## config.mk

```make
export PLATFORM = sky130hd
export DESIGN_NAME = cpu_clock_ctrl
export DESIGN_NICKNAME = d
export VERILOG_FILES = /design/src/rtl/cpu_clock_ctrl_pkg.sv /design/src/rtl/cpu_clock_ctrl_ce_divider.sv /design/src/rtl/cpu_clock_ctrl.sv
export SDC_FILE = /design/constraint.sdc
export NUM_CORES = 1
export LEC_CHECK = 0
export ABC_CLOCK_PERIOD_IN_PS = 4460
export CORE_MARGIN = 1
export CORE_UTILIZATION = 53
export CTS_BUF_LIST = sky130_fd_sc_hd__clkbuf_16
export CTS_CLUSTER_DIAMETER = 80
export DETAILED_ROUTE_END_ITERATION = 8
export GPL_ROUTABILITY_DRIVEN = 0
export GPL_TIMING_DRIVEN = 1
export PLACE_DENSITY_LB_ADDON = 0.25
export SLEW_MARGIN = 20
export SYNTH_ARGS = -nofsm -noshare
export SYNTH_HDL_FRONTEND = slang
export SYNTH_SLANG_ARGS = --single-unit
```

## constraint.sdc

```tcl
create_clock -name clk_in -period 4.46 [get_ports clk_in]
set_input_delay 0.892 -clock clk_in [delete_from_list [all_inputs] [get_ports clk_in]]
set_output_delay 0.892 -clock clk_in [all_outputs]
set_load 0.05 [all_outputs]
```

## src/rtl/cpu_clock_ctrl_pkg.sv

```systemverilog
// Shared state encodings and default widths for the CPU clock-enable sequencer.
// Optional feature macro: BREAKPOINT_EN (see cpu_clock_ctrl.sv).
package cpu_clock_ctrl_pkg;

   localparam int DEF_DIV_W = 24;
   localparam int DEF_CNT_W = 32;

   typedef enum logic [2:0] {
      ST_HALT     = 3'd0,
      ST_RUN      = 3'd1,
      ST_STEP_CYC = 3'd2,
      ST_STEP_INS = 3'd3,
      ST_BRK      = 3'd4
   } state_t;

   // States in which the rate divider runs and ce strobes come from its ticks.
   function automatic logic is_ticking(input state_t s);
      return (s == ST_RUN) || (s == ST_STEP_INS);
   endfunction

endpackage

```

## src/rtl/cpu_clock_ctrl_ce_divider.sv

```systemverilog
// Rate divider: tick once every limit+1 enabled cycles; limit reloads from div_val
// on every tick and continuously while disabled.
module ce_divider #(
   parameter int DIV_W = 24
) (
   input  logic             clk_in,
   input  logic             rst,
   input  logic             enable,
   input  logic [DIV_W-1:0] div_val,
   output logic             tick
);

   logic [DIV_W-1:0] cnt_q;
   logic [DIV_W-1:0] limit_q;

   assign tick = enable && (cnt_q == limit_q);

   always_ff @(posedge clk_in or posedge rst) begin
      if (rst) begin
         cnt_q   <= '0;
         limit_q <= '0;
      end else if (!enable || tick) begin
         cnt_q   <= '0;
         limit_q <= div_val;
      end else begin
         cnt_q   <= cnt_q + DIV_W'(1);
      end
   end

endmodule

```

## src/rtl/cpu_clock_ctrl.sv

```systemverilog
// Run/halt/step sequencer producing the 6502 core clock enable.
// Define BREAKPOINT_EN to build the SYNC-qualified address breakpoint and BRK state.
module cpu_clock_ctrl
   import cpu_clock_ctrl_pkg::*;
#(
   parameter int DIV_W     = DEF_DIV_W,
   parameter int CNT_W     = DEF_CNT_W,
   parameter bit RESET_RUN = 1'b0
) (
   input  logic             clk_in,
   input  logic             rst,
   input  logic             run_tgl,
   input  logic             step_cyc,
   input  logic             step_ins,
   input  logic [DIV_W-1:0] div_val,
   input  logic             cpu_sync,
   input  logic [15:0]      cpu_addr,
   input  logic [15:0]      bp_addr,
   input  logic             bp_arm,
   output logic             cpu_ce,
   output logic             running,
   output logic             bp_hit,
   output logic [2:0]       state,
   output logic [CNT_W-1:0] cycle_count
);

   localparam state_t RESET_STATE = RESET_RUN ? ST_RUN : ST_HALT;

   state_t state_q;
   state_t next_state;
   logic   ce_next;
   logic   tick;
   logic   first_ce_q;
   logic   first_ce_d;
   logic   bp_match;

   ce_divider #(.DIV_W(DIV_W)) u_div (
      .clk_in  (clk_in),
      .rst     (rst),
      .enable  (is_ticking(state_q)),
      .div_val (div_val),
      .tick    (tick)
   );

`ifdef BREAKPOINT_EN
   // Set on leaving BRK so the instruction that tripped the breakpoint can execute.
   logic bp_skip_q;

   always_ff @(posedge clk_in or posedge rst) begin
      if (rst) begin
         bp_skip_q <= 1'b0;
      end else if (ce_next) begin
         bp_skip_q <= 1'b0;
      end else if (state_q == ST_BRK && next_state != ST_BRK) begin
         bp_skip_q <= 1'b1;
      end
   end

   assign bp_match = bp_arm && cpu_sync && (cpu_addr == bp_addr) && !bp_skip_q;
`else
   logic bp_unused;
   assign bp_unused = ^{bp_addr, bp_arm, cpu_addr};
   assign bp_match  = 1'b0;
`endif

   always_comb begin
      next_state = state_q;
      ce_next    = 1'b0;
      case (state_q)
         ST_HALT, ST_BRK: begin
            if (run_tgl) begin
               next_state = ST_RUN;
            end else if (step_ins) begin
               next_state = ST_STEP_INS;
            end else if (step_cyc) begin
               next_state = ST_STEP_CYC;
               ce_next    = 1'b1;
            end
         end
         ST_STEP_CYC: begin
            next_state = ST_HALT;
         end
         ST_RUN: begin
            if (run_tgl) begin
               next_state = ST_HALT;
            end else if (tick) begin
               if (bp_match) begin
                  next_state = ST_BRK;
               end else begin
                  ce_next = 1'b1;
               end
            end
         end
         ST_STEP_INS: begin
            // A SYNC tick after the first ce is the next opcode fetch: stop in front of it.
            if (run_tgl) begin
               next_state = ST_HALT;
            end else if (tick) begin
               if (!first_ce_q) begin
                  ce_next = 1'b1;
               end else if (bp_match) begin
                  next_state = ST_BRK;
               end else if (cpu_sync) begin
                  next_state = ST_HALT;
               end else begin
                  ce_next = 1'b1;
               end
            end
         end
         default: begin
            next_state = ST_HALT;
         end
      endcase
   end

   assign first_ce_d = (state_q == ST_STEP_INS) && (next_state == ST_STEP_INS) &&
                       (first_ce_q || ce_next);

   always_ff @(posedge clk_in or posedge rst) begin
      if (rst) begin
         state_q     <= RESET_STATE;
         cpu_ce      <= 1'b0;
         running     <= RESET_RUN;
         bp_hit      <= 1'b0;
         first_ce_q  <= 1'b0;
         cycle_count <= '0;
      end else begin
         state_q    <= next_state;
         cpu_ce     <= ce_next;
         running    <= is_ticking(next_state);
         bp_hit     <= (next_state == ST_BRK);
         first_ce_q <= first_ce_d;
         if (ce_next) begin
            cycle_count <= cycle_count + CNT_W'(1);
         end
      end
   end

   assign state = state_q;

endmodule

```

==> qor.yml <==
clock_network:
  cts_made_buffers: 9
  cts-root-buf: "clkbuf_16"
  cts_resized: 0
  post_cts_buffers: 0
  cts_sinks: 87
  clk_pin_slew_ns: 0.06
  cts_hold_buf: 0
  cts_tree: "yes"
  htreeDepth: 3
  clk_path_buf_depth: 2
  clk_latency_ns: 0.33
synth:
  synth_seq_cells: 87
  synth_edf_count: 0
  synth_compound_area_share_pct: 1.40
  synth_top_cell_by_area: "dfrtp_1"
  netlist_top_cells_area: "dfrtp_1 (54%), xor2_1 (13%), mux2_2 (6.7%)"
  synth-xor-area-share_pct: 16.7
  syn_inst: 349
  async_reset_ff_share_pct: 100
  syn_area_um2: 4030
  seq_area_frac_synth_pct: 54.0
  syn_avg_cell_area_um2: 11.5
  synth_top_family_by_area: "simple AND/OR/NAND/NOR gates"
  synthSimpleGateAreaFrac_pct: 18.8
  synthMuxAreaShare_pct: 6.71
  syn_nets: 414
  yosys_warnings: 0
  ys.flop_type: "dfrtp_1"
  synth_top_area_share_pct: 54.0
  synth_fa_ha_area_share_pct: 0.621
  synth_cell_types: 35
grt:
  overflow: 0
  grt_pass1_vias: 2806
  track_usage_pct: 22.8
  grt_max_degree: 38
  grt_pass1_wl_um: 13700
  antenna_found_initial: 0
sta:
  final_hold_viol_count: 0
  final.setup.worst_slack_ns: 1.52
  period_needed_ns: 2.94
  max_freq_ghz: 0.340
  worst_slew_pin_slew_ns: 0.864
  maxSlewViolCount: 0
  rsz0062_at_grt: "no"
  finalSetupViolCount: 0
  post-route-period-util_pct: 66.0
  skew_ns: 0.00804
  tns_ns: 0
  worst_hold_slack_ns: 0.478
  relSlewSlack_pct: 42.4
place:
  dp_hpwl_um: 5600
  place_area_um2: 4800
  io_buffers: 67
  pre_cts_ws_ns: 1.21
  dp.cells: 509
floorplanning:
  ios: 101
  initial_core_util_pct: 55.3
  rows: 31
  die_h_um: 89.2
  dieArea_um2: 7960
  die_width_um: 89.2
  core_area_um2: 7290
power:
  power_frac_clock_pct: 29.2
  switching_power_mw: 0.770
  powerDensity_nw_per_um2: 481
  p_sw_share_pct: 31.5
  p_int_mw: 1.67
  pwr-share-comb_pct: 26.3
  p_leak_nw: 2.33
  p_seq_share_pct: 44.5
  vdd_drop_max_uv: 296
setup_path:
  reg2reg_depth: 6
  crit_fanout: 36
  critPathRequiredTime_ns: 4.67
  crit_end: "u_div.limit_q[13]"
  crit_arrival_ns: 3.15
  cp-start-kind: "register"
  critPathCaptureType: "register"
  reg2reg_slack_ns: 1.52
  worst_r2r_endpoint: "u_div.limit_q[13]"
  cp-startpoint: "u_div.cnt_q[0]"
  crit_type: "reg2reg"
  r2r_start: "u_div.cnt_q[0]"
run:
  maxCapViolCount: 0
routing:
  wl_um: 8170
  routed_via_density: 5.41
  drtIter0Drc: 145
  drtAntennaViolNets: 0
  wire_per_inst_um: 15.6
  firstDrtPassIters: 4
  vias: 2835
  drc: 0
run_status:
  status: "finished clean"
layout:
  fillers: 559
  syn2layout_area_growth_pct: 26.0
  antenna_cells: 0
  drive_above_1_share_pct: 12.0
  nets: 486
  final_cells: 524
  fin_area_um2: 5080
hold_path:
  hold_path.class: "reg2reg"
  hold_depth: 1
-- synth_stat cells (3+ instances only) --
master,instances
or2_2,3
xor2_1,59
nor2_1,36
mux2_2,24
nor3_1,9
inv_1,5
buf_2,6
nor4_1,7
nor3b_1,3
nand4_1,10
nor4b_1,4
nand3_1,20
and4_1,5
dfrtp_1,87
and3_1,9
xnor2_1,18
nand2_1,21
-- metrics by stage --
stage | utilization [%] | total power, mW
2_1_floorplan | - | 1.55
3_3_place_gp | 65.8 | 1.73
3_5_place_dp | 65.8 | 1.75
4_1_cts | 69.7 | 2.47
5_1_grt | 69.7 | 2.57
6_report | 69.7 | 2.44
-- critical path: stages, from the launching register on --
cell     delay, ns
dfrtp_1       0.46
xor2_1        0.17
nor4_1        0.49
nand4_1       0.30
nor2_1        0.25
or3b_2        0.73
mux2_2        0.42
-- layout make-up --
type                       count  area (µm²)  share of cell area (%)
sequential                    87        2180                    42.9
timing repair buffer          70         693                    13.6
inverter                       6        23.8                   0.468
clock inverter                 6        55.1                    1.08
tap                           99         124                    2.44
multi-input combinational    247        1780                    35.1
clock buffer                   9         225                    4.43
-- state kept, by name, summed over array words and instances, names as in the netlist --
name	cells
u_div.limit_q	24
running	1
bp_hit	1
cpu_ce	1
cycle_count	32
u_div.cnt_q	24
first_ce_q	1
state	3
-- worst min path at each step --
| stage | start | to | slack [ns] |
|---|---|---|---|
| after global placement | cycle_count[31] | cycle_count[31] | 0.46 |
| after global routing | cycle_count[31] | cycle_count[31] | 0.50 |
| final | cycle_count[31] | cycle_count[31] | 0.48 |
| after floorplan | u_div.limit_q[0] | u_div.limit_q[0] | 0.50 |
| after detailed placement | cycle_count[31] | cycle_count[31] | 0.47 |
| after CTS | cycle_count[31] | cycle_count[31] | 0.48 |
-- layout by cell type, fill, tap and decap left out --
cell	instances
nand3_1	20
clkinv_2	3
mux2_2	24
clkdlybuf4s50_1	67
nand4_2	1
nor4_4	1
o311a_1	1
xor2_1	59
nor4_2	1
nand2_1	21
clkinvlp_4	1
nor4b_1	4
bufinv_16	1
inv_2	1
nor2_1	36
and3b_1	2
o31a_1	2
nand3b_1	1
nor3_1	9
dfrtp_1	87
nor4b_2	1
or3b_2	1
a21o_1	1
a31oi_1	1
and4_1	5
buf_4	3
xnor2_1	18
o21bai_1	2
ha_1	2
inv_1	6
and3_1	9
or2_2	3
nor4_1	7
nor3b_2	1
nand4_1	10
nand2b_1	1
clkbuf_16	9
nor3b_1	3
-- routing by layer --
layer,share of wire (%),vias up,global-route usage (%)
met5,0,-,0
met4,1.1,0,6.35
met3,6.2,11,6.56
met2,46,76,34.2
met1,46,1398,32.4
li1,-,1350,-
-- power by group through the flow --
| stage | Combinational [mW] | Sequential [mW] | Clock (mW) |
|---|---|---|---|
| 6_report | 0.643 | 1.09 | 0.714 |
| 5_1_grt | 0.697 | 1.11 | 0.757 |
| 3_3_place_gp | 0.632 | 1.10 | 0 |
| 2_1_floorplan | 0.377 | 1.18 | 0 |
| 3_5_place_dp | 0.643 | 1.10 | 0 |
| 4_1_cts | 0.649 | 1.09 | 0.725 |
-- cells by family (layout without fill, tap and decap cells) --
kind of cell             after synthesis  count (layout)
adder cells (fa/ha/maj)                2               2
AND/OR/NAND/NOR                      137             137
XOR/XNOR                              77              77
buffers and inverters                 15              91
flip-flops                            87              87
AO/OA/AOI/OAI                          7               7
multiplexers                          24              24
Power figures use the tool's default switching activity.
